### src/rtl/led_sweep_ctrl.sv
// Sweep sequencer for the LED shift register: turns rate ticks into load/shift/direction
// strobes that bounce a seed pattern back and forth, and flips the display colour per pattern cycle.
module led_sweep_ctrl #(
   parameter int LED_WIDTH   = 4,
   parameter int PASSES      = 2,
   parameter int PAUSE_TICKS = 3
) (
   input  logic                 clock,
   input  logic                 i_reset,
   input  logic                 i_enable,
   input  logic                 i_tick,
   input  logic [1:0]           i_mode,
   output logic                 o_load,
   output logic [LED_WIDTH-1:0] o_load_val,
   output logic                 o_shift,
   output logic                 o_dir,
   output logic                 o_color,
   output logic                 o_pass_done,
   output logic [1:0]           o_state
);

   typedef enum logic [1:0] {
      IDLE  = 2'd0,
      LOAD  = 2'd1,
      SWEEP = 2'd2,
      PAUSE = 2'd3
   } state_t;

   localparam int SHIFT_W = $clog2(LED_WIDTH);
   localparam int PASS_W  = $clog2(PASSES + 1);
   localparam int PAUSE_W = $clog2(PAUSE_TICKS + 1);

   // Counter values on the tick that completes a pass, a pattern cycle, and a pause
   localparam logic [SHIFT_W-1:0] SHIFT_END = SHIFT_W'(LED_WIDTH - 2);
   localparam logic [PASS_W-1:0]  PASS_END  = PASS_W'(PASSES - 1);
   localparam logic [PAUSE_W-1:0] PAUSE_END = PAUSE_W'(PAUSE_TICKS - 1);

   state_t               state;
   logic                 dir_reg;
   logic [SHIFT_W-1:0]   shift_cnt;
   logic [PASS_W-1:0]    pass_cnt;
   logic [PAUSE_W-1:0]   pause_cnt;
   logic [LED_WIDTH-1:0] seed_val;
   logic                 seed_dir;
   logic [LED_WIDTH-1:0] alt_pattern;

   always_comb begin
      alt_pattern = '0;
      for (int i = 0; i < LED_WIDTH; i += 2) alt_pattern[i] = 1'b1;
      seed_val = '0;
      seed_dir = 1'b0;
      case (i_mode)
         2'd0: seed_val = LED_WIDTH'(1);
         2'd1: seed_val = LED_WIDTH'(3);
         2'd2: seed_val = alt_pattern;
         default: begin
            seed_val = {1'b1, {(LED_WIDTH-1){1'b0}}};
            seed_dir = 1'b1;
         end
      endcase
   end

   // Strobes default low each cycle; disable preempts any tick in flight
   always_ff @(posedge clock) begin
      if (!i_reset) begin
         state       <= IDLE;
         o_load      <= 1'b0;
         o_load_val  <= '0;
         o_shift     <= 1'b0;
         o_dir       <= 1'b0;
         o_color     <= 1'b0;
         o_pass_done <= 1'b0;
         dir_reg     <= 1'b0;
         shift_cnt   <= '0;
         pass_cnt    <= '0;
         pause_cnt   <= '0;
      end else begin
         o_load      <= 1'b0;
         o_shift     <= 1'b0;
         o_pass_done <= 1'b0;
         if (state != IDLE && !i_enable) begin
            state     <= IDLE;
            shift_cnt <= '0;
            pass_cnt  <= '0;
            pause_cnt <= '0;
         end else begin
            case (state)
               IDLE: begin
                  if (i_enable) begin
                     state      <= LOAD;
                     o_load     <= 1'b1;
                     o_load_val <= seed_val;
                     o_dir      <= seed_dir;
                     dir_reg    <= seed_dir;
                     shift_cnt  <= '0;
                     pass_cnt   <= '0;
                  end
               end
               LOAD: state <= SWEEP;
               SWEEP: begin
                  if (i_tick) begin
                     o_shift <= 1'b1;
                     o_dir   <= dir_reg;
                     if (shift_cnt == SHIFT_END) begin
                        shift_cnt <= '0;
                        dir_reg   <= ~dir_reg;
                        pass_cnt  <= pass_cnt + 1'b1;
                        if (pass_cnt == PASS_END) begin
                           o_pass_done <= 1'b1;
                           o_color     <= ~o_color;
                           pause_cnt   <= '0;
                           state       <= PAUSE;
                        end
                     end else begin
                        shift_cnt <= shift_cnt + 1'b1;
                     end
                  end
               end
               PAUSE: begin
                  if (i_tick) begin
                     if (pause_cnt == PAUSE_END) begin
                        pause_cnt  <= '0;
                        state      <= LOAD;
                        o_load     <= 1'b1;
                        o_load_val <= seed_val;
                        o_dir      <= seed_dir;
                        dir_reg    <= seed_dir;
                        shift_cnt  <= '0;
                        pass_cnt   <= '0;
                     end else begin
                        pause_cnt <= pause_cnt + 1'b1;
                     end
                  end
               end
               default: state <= IDLE;
            endcase
         end
      end
   end

   assign o_state = state;

endmodule

### config.mk
export PLATFORM = sky130hd
export DESIGN_NAME = led_sweep_ctrl
export DESIGN_NICKNAME = d
export VERILOG_FILES = /design/src/rtl/led_sweep_ctrl.sv
export SDC_FILE = /design/constraint.sdc
export NUM_CORES = 1
export LEC_CHECK = 0
export ABC_AREA = 1
export BUFFER_PORTS_ARGS = -buffer_cell sky130_fd_sc_hd__buf_2
export CAP_MARGIN = 5
export CORE_ASPECT_RATIO = 0.7
export CORE_UTILIZATION = 32
export DETAILED_ROUTE_END_ITERATION = 12
export PLACE_DENSITY = 0.59
export SYNTH_ARGS = -nofsm -noshare
export SYNTH_HDL_FRONTEND = slang
export SYNTH_SLANG_ARGS = --single-unit
### constraint.sdc
create_clock -name clock -period 1.7 [get_ports clock]
set_clock_uncertainty 0.1 [all_clocks]
set_input_delay 0.34 -clock clock [delete_from_list [all_inputs] [get_ports clock]]
set_output_delay 0.34 -clock clock [all_outputs]
set_load 0.03 [all_outputs]
==> key figures, run 1 <==
Outcome
  – Status: complete, no violations

Routing
  – Drt total wl: 2214 µm
  – Vias: 977
  – # DRC: 0
  – Vias per std cell: around 4.2
  – Wire per inst: 9.584 µm
  – Initial DRC count: 40
  – DRT Pass-1 Iters: 4
  – Post-DRT Antenna Nets: 0

Logic synthesis
  – Mux cell area share after synthesis: 0%
  – Post-Synth XOR/XNOR Area: 0%
  – Mapped Nets: 177
  – Synth Area in Adders: 9.060%
  – Distinct cells, synth: 22
  – Mapped Avg Cell Area: around 6.8 µm²
  – Synth warn: 0
  – Top cells by area, synth: dfxtp_1 33%, nand2_1 12%, ha_1 9.1%
  – Largest family of logic cells by synthesized area: simple AND/OR/NAND/NOR gates
  – Register area share after synthesis: 32.62%
  – Simple logic cell fraction of the synthesized area: 41.11%
  – Yosys reg bits: 18
  – Mapped cell area: 1105 µm²
  – Cell taking the most area after synthesis: dfxtp_1
  – Post-synthesis compound-gate area fraction: 7.248%
  – Top-area cell type share of the netlist area: between 30% and 40%
  – Post-Syn Instances: 163

CTS
  – # H-tree levels: 1
  – CTS Hold Buffers Added: 0
  – CTS sink cnt: 18
  – TritonCTS clock tree: done
  – Maximum clock path buffer count: 2
  – Cts bufs inserted: 3
  – Clock Latency Late Sink: 0.25 ns
  – Root Buffer: clkbuf_8
  – Worst-path clk slew: about 0.070 ns

Setup path
  – Setup Crit Path Kind: flop to flop
  – Worst R2R End: pause_cnt[0]
  – R2R depth: 8
  – Critical path required time: 1.80 ns
  – Worst R2R Start: o_state[0]
  – Critical Path Source Type: flop
  – CP Capture Type: flop
  – Max FO, Critical Path: 6
  – Crit path DAT: 1.63 ns
  – Setup slack, reg-to-reg: 0.16 ns

Hold path
  – HP Start: i_reset
  – Min-delay worst type: input port to flop
  – Worst hold path depth: 3
  – Worst Hold Endpoint: o_color

Finish
  – Layout filler cell count: 343
  – Most flops, register: o_load_val
  – Fin util: 42.07%
  – Largest register FFs: 4
  – Nets: 199
  – Reg area: ~360 µm²
  – Multi-input gate area: 674.4 µm²
  – Layout area overhead: 22.31%
  – Share of cells above drive strength 1: 28.80%
  – Diode count: 0
  – Final Cell Area: ~1400 µm²

Timing
  – Total Neg Setup Slack: 0 ns
  – Fin crit share: ~90%
  – Max Freq: 651.4 MHz
  – Slew headroom: 84.43%
  – Final worst setup slack: between 0.15 and 0.2 ns
  – Setup violators final: 0
  – Tmin final: 1.535 ns
  – Slew Limit Fails: 0
  – RSZ-0062 raised after global routing: no
  – Slew @ Worst Pin: 0.2333 ns
  – Final hold violation count: 0

Pwr
  – Net Sw Power: 1.272 mW
  – Clock power share: 13.1%
  – Sw Share: between 40% and 50%
  – Leak: between 0.6 and 0.7 nW
  – Maximum VDD drop: 0.7509 mV
  – Comb pwr share: 61.9%
  – PwrDens: 1957 nW/µm²
  – Sequential group share of total power: 25.0%
  – Internal: 1.373 mW

Place
  – Final GP Congestion: about 0.86
  – Area after DPL: 1249 µm²
  – DPL Wire Length: 1744 µm
  – Port bufs: 16
  – Worst slack, placed: a little under 0.04 ns

Die
  – Core box area: 3212 µm²
  – Die Span X: 72.23 µm
  – DIE HEIGHT: around 51 µm
  – Top Ports: 17
  – Die ar.: 3695 µm²
  – Initial Utilization: about a third
  – Site row count: 17

Global routing
  – Global-route wire length before repair: 3960 µm
  – Total grt overflow: 0
  – Tot GR Track Use: 14.10%
  – Largest net degree at the start of global routing: 11
  – Initial antenna violation count: 0
  – Number of global-route vias before repair: between 800 and 900

Job
  – MaxCap Viol Count: 0
==> metal layers <==
layer	GRT usage, %	part of all wire, %	vias to the layer above
met5	0	0	-
met4	1.961	0.36	0
met3	4.734	4.2	2
met2	19.31	38	12
met1	21.29	57	417
li1	-	-	546
==> cell usage after synthesis <==
master	instances
nor2_8	1
clkbuf_2	1
nor2_2	4
a21oi_4	1
a21oi_1	6
nand4_1	1
nand2_4	1
nand3_2	1
nor3_1	6
nor2_1	26
buf_4	1
a21boi_1	1
o21ai_2	3
nand2_2	5
nor4_1	1
inv_1	22
inv_2	4
nand2_1	36
dfxtp_1	18
or2_2	1
ha_1	8
nand3_1	15
==> cell usage in the layout (no fill, tap or decap), drive strengths merged <==
master,instances
a21boi,1
nor4,1
nor3,6
inv,26
nand2,42
nand4,1
buf,19
nor2,31
a21oi,7
dfxtp,18
o21ai,3
ha,8
clkbuf,4
or2,1
nand3,16
==> worst max-delay path, stage by stage, from the launching register on <==
cell	delay (ns)
dfxtp_2	0.38
inv_2	0.08
ha_2	0.22
o21ai_2	0.20
buf_4	0.14
nand3_1	0.13
nand2_1	0.09
nand2_1	0.05
nor2_1	0.07
==> timing repair <==
action,CTS,global route
setup endpoints to repair,0,15
setup buffers,0,1
gates resized for setup,0,10
hold endpoints to repair,0,0
==> power groups by stage <==
| stage | Combinational, mW | Sequential [mW] | Clock (mW) |
|---|---|---|---|
| floorplan | 1.07 | 0.813 | 0 |
| global placement | 1.53 | 0.673 | 0 |
| detailed placement | 1.52 | 0.669 | 0 |
| CTS | 1.52 | 0.660 | 0.361 |
| global route | 1.89 | 0.685 | 0.385 |
| finish | 1.64 | 0.660 | 0.346 |
==> area by class of cell <==
type                            instances  share of cell area [%]
Sequential cell                        18                   26.85
Clock buffer                            4                   4.074
Timing Repair Buffer                   19                   7.593
Multi-Input combinational cell        117                   49.91
Tap cell                               47                   4.352
Inverter                               26                   7.222
==> through the flow <==
step                      hold WS [ns]  total power [mW]  cells
after floorplan                 0.3550             1.881    163
after global placement          0.3517             2.202    226
after detailed placement        0.3515             2.184    226
after CTS                       0.2750             2.544    230
after global routing            0.2951             2.964    231
final                           0.2811             2.645    231
==> worst max-delay path by stage <==
stage / from / end / slack, ns
2_1_floorplan: o_state[0] / o_dir / 0.05
3_3_place_gp: o_state[0] / o_dir / 0.05
3_5_place_dp: o_state[0] / o_dir / 0.04
4_1_cts: o_state[0] / o_dir / 0.02
5_1_grt: o_state[0] / o_dir / 0.02
6_report: o_state[0] / pause_cnt[0] / 0.16
==> cell families after synthesis <==
group | count (synthesis)
and+or+nand+nor | 98
buffers and inverters | 28
adders and majority gates | 8
AOI/OAI and AO/OA | 11
DFF | 18
Power figures use the tool's default switching activity.
==> run 2, diff against run 1 <==
ABC_AREA = default   (was 1)
CORE_ASPECT_RATIO = 1.2   (was 0.7)
==> run 2 against run 1 <==
  * Synthesized cell count is 31% lower
  * Core utilization increased by 1.7 points
  * Total power is 17% lower
  * Via count shrank 3.3%
  * Sequential share of layout area up 0.62 points
  * Fmax fell by 9.0%
  * Critical endpoint is now shift_cnt[0]
  * Highest routed layer unchanged
==> key figures, run 2 <==
CTS
  – # H-tree levels: 1
  – Worst-path clk slew: 0.11 ns
  – TritonCTS clock tree: done
  – Maximum clock path buffer count: 2
  – Cts bufs inserted: 3
  – Root Buffer: clkbuf_4
  – Clock Latency Late Sink: 0.29 ns
  – CTS sink cnt: 18

Global routing
  – Global-route wire length before repair: between 3000 and 4000 µm
  – Number of global-route vias before repair: 893
  – Total grt overflow: 0
  – Initial antenna violation count: 0
  – Largest net degree at the start of global routing: 14
  – Tot GR Track Use: between 10% and 20%

Timing
  – Slew Limit Fails: 0
  – Slew @ Worst Pin: 0.3191 ns
  – RSZ-0062 raised after global routing: yes
  – Slew headroom: approximately four fifths
  – Max Freq: 592.8 MHz
  – Fin crit share: 99.24%
  – Tmin final: about 1.7 ns
  – Final hold violation count: 0
  – Setup violators final: 0

Finish
  – Commonest non-fill, non-tap cells in the layout: 16 x dfxtp_1, 16 x buf_2, 12 x buf_4, 9 x a21oi_1, 8 x nand2_1
  – Layout filler cell count: 309
  – Final Cell Area: 1339 µm²
  – Reg area: 367.9 µm²
  – Layout area overhead: 30.33%
  – Multi-input gate area: ~700 µm²
  – Nets: 157
  – Largest register FFs: 4
  – Diode count: 0
  – Share of cells above drive strength 1: 35.92%
  – Most flops, register: o_load_val
  – Fin cells: 178

Hold path
  – HP Start: i_mode[1]
  – Min-delay worst type: input port to flop
  – Worst Hold Endpoint: o_load_val[0]
  – Worst hold path depth: 2

Setup path
  – CP Capture Type: flop
  – Setup slack, reg-to-reg: 0.01 ns
  – Max FO, Critical Path: 6
  – CP Cell Sequence: inv_4 -> ha_4 -> or2_4 -> a221oi_4 -> nand2b_1 -> a21oi_2
  – Worst R2R End: shift_cnt[0]
  – Crit path DAT: ~1.8 ns
  – CP max stage delay: 0.40 ns
  – Setup Crit Path Kind: flop to flop
  – Crit path buffers/inverters: 1
  – Critical Path Source Type: flop
  – Slowest CP cell: dfxtp_4
  – Critical path required time: 1.79 ns
  – R2R depth: 6
  – Worst R2R Start: o_state[1]
  – CP delay by family, top: simple AND/OR/NAND/NOR gates

Place
  – Port bufs: 16
  – Area after DPL: around 1200 µm²
  – # placed instances: approximately 170
  – Final GP Congestion: around 0.82
  – DPL Wire Length: 1850 µm

Routing
  – Drt total wl: 2441 µm
  – # DRC: 0
  – Post-DRT Antenna Nets: 0
  – Initial DRC count: 13
  – Vias per std cell: 5.309
  – DRT Pass-1 Iters: 2
  – Vias: 945
  – Wire per inst: 13.71 µm

Die
  – Site row count: 22
  – Top Ports: 17
  – DIE HEIGHT: roughly 64 µm
  – Core box area: 3055 µm²
  – Initial Utilization: 33.62%
  – Die ar.: approximately 3400 µm²
  – Die Span X: 53.72 µm

Logic synthesis
  – Ys flop type: dfxtp_1
  – Register area share after synthesis: around a third
  – Post-Syn Instances: 113
  – Most common cell in the netlist: dfxtp_1
  – Mapped cell area: 1027 µm²
  – Mapped Nets: 127
  – Top-area cell type share of the netlist area: 35.08%
  – Post-synth EDFFs: 0
  – Post-synth top cells: 18 x dfxtp_1, 11 x a21oi_1, 9 x nand2_1, 8 x ha_1, 7 x nand4b_1
  – Cell taking the most area after synthesis: dfxtp_1
  – Yosys reg bits: 18
  – Async set or reset register ratio after synthesis: 0%
  – Distinct cells, synth: 38
  – Synth warn: 0
  – Mapped Avg Cell Area: 9.091 µm²
  – Top cells by area, synth: dfxtp_1 35%, ha_1 9.7%, nand4b_1 6.0%

Job
  – MaxCap Viol Count: 0

Pwr
  – PwrDens: 1645 nW/µm²
  – Leak: 0.5618 nW
  – Maximum VDD drop: 1.037 mV

Outcome
  – Status: complete, no violations
==> run 2: where the power goes <==
group	leakage [nW]	internal, mW	total, mW	switching [mW]
Combinational	0.393	0.617	1.35	0.730
Sequential	0.148	0.516	0.587	0.0714
Clock	0.0210	0.130	0.267	0.137
Total	0.562	1.26	2.20	0.938
==> run 2: how the worst max path moves through the flow <==
stage	cells after the start	slack, ns	from	end
global placement	6	0.002	o_state[1]	shift_cnt[1]
CTS	7	-0.0002	o_state[1]	pass_cnt[0]
floorplan	6	0.02	o_state[1]	shift_cnt[1]
detailed placement	6	-0.07	o_state[1]	o_state[0]
finish	6	0.01	o_state[1]	shift_cnt[0]
global route	6	-0.07	o_state[1]	shift_cnt[0]
==> run 2: logic make-up after synthesis <==
group,after synthesis,synth area share (%)
AO/OA/AOI/OAI,35,24.85
XOR/XNOR,1,0.8528
adder cells (fa/ha/maj),8,9.745
AND/OR/NAND/NOR,43,25.70
multiplexers,1,0.9745
buffers and inverters,7,2.801
flip-flops,18,35.08
==> run 2: metal layers <==
metal,GRT usage [%],up-vias,part of all wire [%]
met1,18.61,450,43
met5,0,-,0
li1,-,475,-
met3,2.857,4,2.6
met4,5.592,0,1.9
met2,25.77,16,52
==> run 2: area by class of cell <==
class | count | area share, %
multi-input combinational | 88 | 52.24
sequential | 18 | 27.48
inverter | 4 | 1.495
clock buffer | 4 | 2.710
timing repair buffer | 28 | 12.71
tap | 36 | 3.364
==> run 2: stage by stage <==
step	setup WS, ns	TNS (ns)	power, mW	hold slack [ns]	utilization, %
after floorplan	0.02002	0	1.408	0.3419	-
after global placement	0.002033	0	1.789	0.3449	40.62
after detailed placement	-0.06585	-0.1152	1.823	0.3498	40.62
after CTS	-0.0002423	-0.0002423	2.133	0.1920	42.38
after global routing	-0.07455	-0.2627	2.386	0.1983	43.82
final	0.01300	0	2.202	0.1989	43.82
==> run 2: repair_timing <==
item                                    4_1_cts  5_1_grt
resized for setup                             3        8
hold buffers                                  0        0
buffers inserted                              0        2
endpoints found under the setup margin        4       13
pin swaps                                     1        4
==> run 3, diff against run 2 <==
CORE_UTILIZATION = 54   (was 32)
CTS_CLUSTER_SIZE = 25   (was default)
GPL_ROUTABILITY_DRIVEN = 0   (was default)
PLACE_DENSITY = 0.86   (was 0.59)
==> run 3 against run 2 <==
  * Critical path depth increased by 1
  * Register-to-register slack lost 0.05 ns
  * Critical endpoint is now o_load_val[0]
  * The run now ends with negative setup slack left
  * Fmax decreased by 2.7%
  * Via count is 4.2% higher
  * Count of clock-buffer cells in the layout fell by 1
  * Combinational power increased by 5%
  * Largest power group unchanged
  * Worst setup slack worse by 0.046 ns
  * Cell count shrank 13%
==> key figures, run 3 (synthesis gave the netlist of run 2 again) <==
Setup path
  – Setup slack, reg-to-reg: -0.03 ns
  – Worst R2R Start: o_state[0]
  – Worst setup startpoint: o_state[0]
  – R2R depth: 7
  – Slowest CP cell: dfxtp_4
  – Crit path buffers/inverters: 3
  – CP Cell Sequence: inv_6 -> ha_4 -> buf_6 -> a2111oi_4 -> buf_4 -> o21ai_1 -> a31oi_1
  – CP max stage delay: about 0.41 ns
  – Critical path required time: 1.84 ns
  – CP endpoint: o_load_val[0]
  – Setup Crit Path Kind: flop to flop
  – Worst R2R End: o_load_val[0]
  – CP delay by family, top: compound AO/OA/AOI/OAI gates
  – Critical Path Source Type: flop
  – Max FO, Critical Path: 8
  – WP depth: 7
  – Crit path DAT: approximately 1.9 ns
  – CP Capture Type: flop

Finish
  – Share of cells above drive strength 1: a little under two fifths
  – Nets: 152
  – Most flops, register: o_load_val
  – Commonest non-fill, non-tap cells in the layout: 16 x dfxtp_1, 16 x buf_2, 9 x a21oi_1, 8 x nand2_1, 7 x nand4b_1
  – Final Cell Area: ~1300 µm²
  – Fin util: 77.43%
  – Layout filler cell count: 124
  – Largest register FFs: 4
  – Fin cells: 154
  – Layout area overhead: 28.26%
  – Diode count: 0

CTS
  – CTS Hold Buffers Added: 0
  – Clock Latency Late Sink: 0.30 ns
  – Maximum clock path buffer count: 2
  – Cts bufs inserted: 3
  – CTS sink cnt: 18
  – # H-tree levels: 1
  – TritonCTS clock tree: done
  – Root Buffer: clkbuf_4
  – Worst-path clk slew: 0.10 ns

Routing
  – DRT Pass-1 Iters: 4
  – Wire per inst: between 15 and 20 µm
  – Drt total wl: 2504 µm
  – Post-DRT Antenna Nets: 0
  – Initial DRC count: 47
  – Vias: 985
  – Vias per std cell: 6.396
  – # DRC: 0

Timing
  – RSZ-0062 raised after global routing: yes
  – Setup violators final: 2
  – Slew Limit Fails: 0
  – Total Neg Setup Slack: -0.04376 ns
  – Tmin final: 1.733 ns
  – Final hold violation count: 0
  – Fin crit share: 102.0%
  – Slew @ Worst Pin: roughly 0.35 ns
  – Slew headroom: approximately 77%
  – Final worst setup slack: -0.03320 ns
  – Max Freq: 577.0 MHz
  – Hold Worst Slack: 0.1959 ns

Pwr
  – Leak: 0.5381 nW
  – Total chip power: approximately 2.2 mW
  – Maximum VDD drop: 1.292 mV
  – PwrDens: 1707 nW/µm²

Die
  – Initial Utilization: 60.37%
  – Die Span X: 41.82 µm
  – DIE HEIGHT: ~50 µm
  – Site row count: 16
  – Top Ports: 17
  – Core box area: 1702 µm²
  – Die ar.: between 2000 and 2500 µm²

Global routing
  – Tot GR Track Use: 24.66%
  – Number of global-route vias before repair: around 910
  – Largest net degree at the start of global routing: 14
  – Global-route wire length before repair: 3960 µm
  – Total grt overflow: 0
  – Initial antenna violation count: 0

Place
  – Area after DPL: 1181 µm²
  – # placed instances: 149
  – DPL Wire Length: 1629 µm
  – Port bufs: 16
  – Worst slack, placed: -0.05508 ns

Hold path
  – Min-delay worst type: input port to flop

Outcome
  – Failing checks: negative setup slack
  – Status: complete, but fails checks

Job
  – MaxCap Viol Count: 0
[run 3: power by group]
part	switching [mW]	internal (mW)	total, mW
clock	0.137	0.0830	0.220
sequential	0.0880	0.516	0.604
combinational	0.786	0.639	1.42
total	1.01	1.24	2.25
[run 3: how the worst min path moves through the flow]
stage                             start            end  depth (start not counted)
after global routing          i_mode[1]  o_load_val[0]                          2
after CTS                     i_mode[1]  o_load_val[0]                          2
after floorplan               i_mode[1]  o_load_val[0]                          1
final                         i_mode[1]  o_load_val[0]                          2
after detailed placement  o_load_val[1]  o_load_val[1]                          2
after global placement    o_load_val[1]  o_load_val[1]                          2
[run 3: repair_timing]
| item | in CTS | in global routing |
|---|---|---|
| pin swaps | 0 | 7 |
| setup endpoints to repair | 8 | 14 |
| gates cloned | 0 | 0 |
| setup buffers | 0 | 2 |
| endpoints found under the hold margin | 0 | 0 |
| gates resized for setup | 6 | 16 |
[run 3: worst register-to-register path, stage by stage, from the launching register on]
cell       delay [ns]
dfxtp_4          0.41
inv_6            0.06
ha_4             0.25
buf_6            0.13
a2111oi_4        0.30
buf_4            0.20
o21ai_1          0.06
a31oi_1          0.15
[run 3: layout make-up]
cell class | instances | area (µm²) | share of cell area, %
Sequential cell | 18 | 367.9 | 27.92
Tap cell | 18 | 22.52 | 1.709
Timing Repair Buffer | 23 | 136.4 | 10.35
Clock buffer | 3 | 22.52 | 1.709
Multi-Input combinational cell | 88 | 745.7 | 56.60
Inverter | 4 | 22.52 | 1.709
[run 3: metal layers]
| metal | part of all wire [%] | global-route usage, % | up-vias | routed length [µm] |
|---|---|---|---|---|
| met3 | 6.3 | 4.396 | 16 | 158 |
| met4 | 3.6 | 13.44 | 0 | 89 |
| met1 | 41 | 28.44 | 452 | 1024 |
| met5 | 0 | 0 | - | 0 |
| met2 | 49 | 42.45 | 56 | 1232 |
| li1 | - | - | 461 | - |
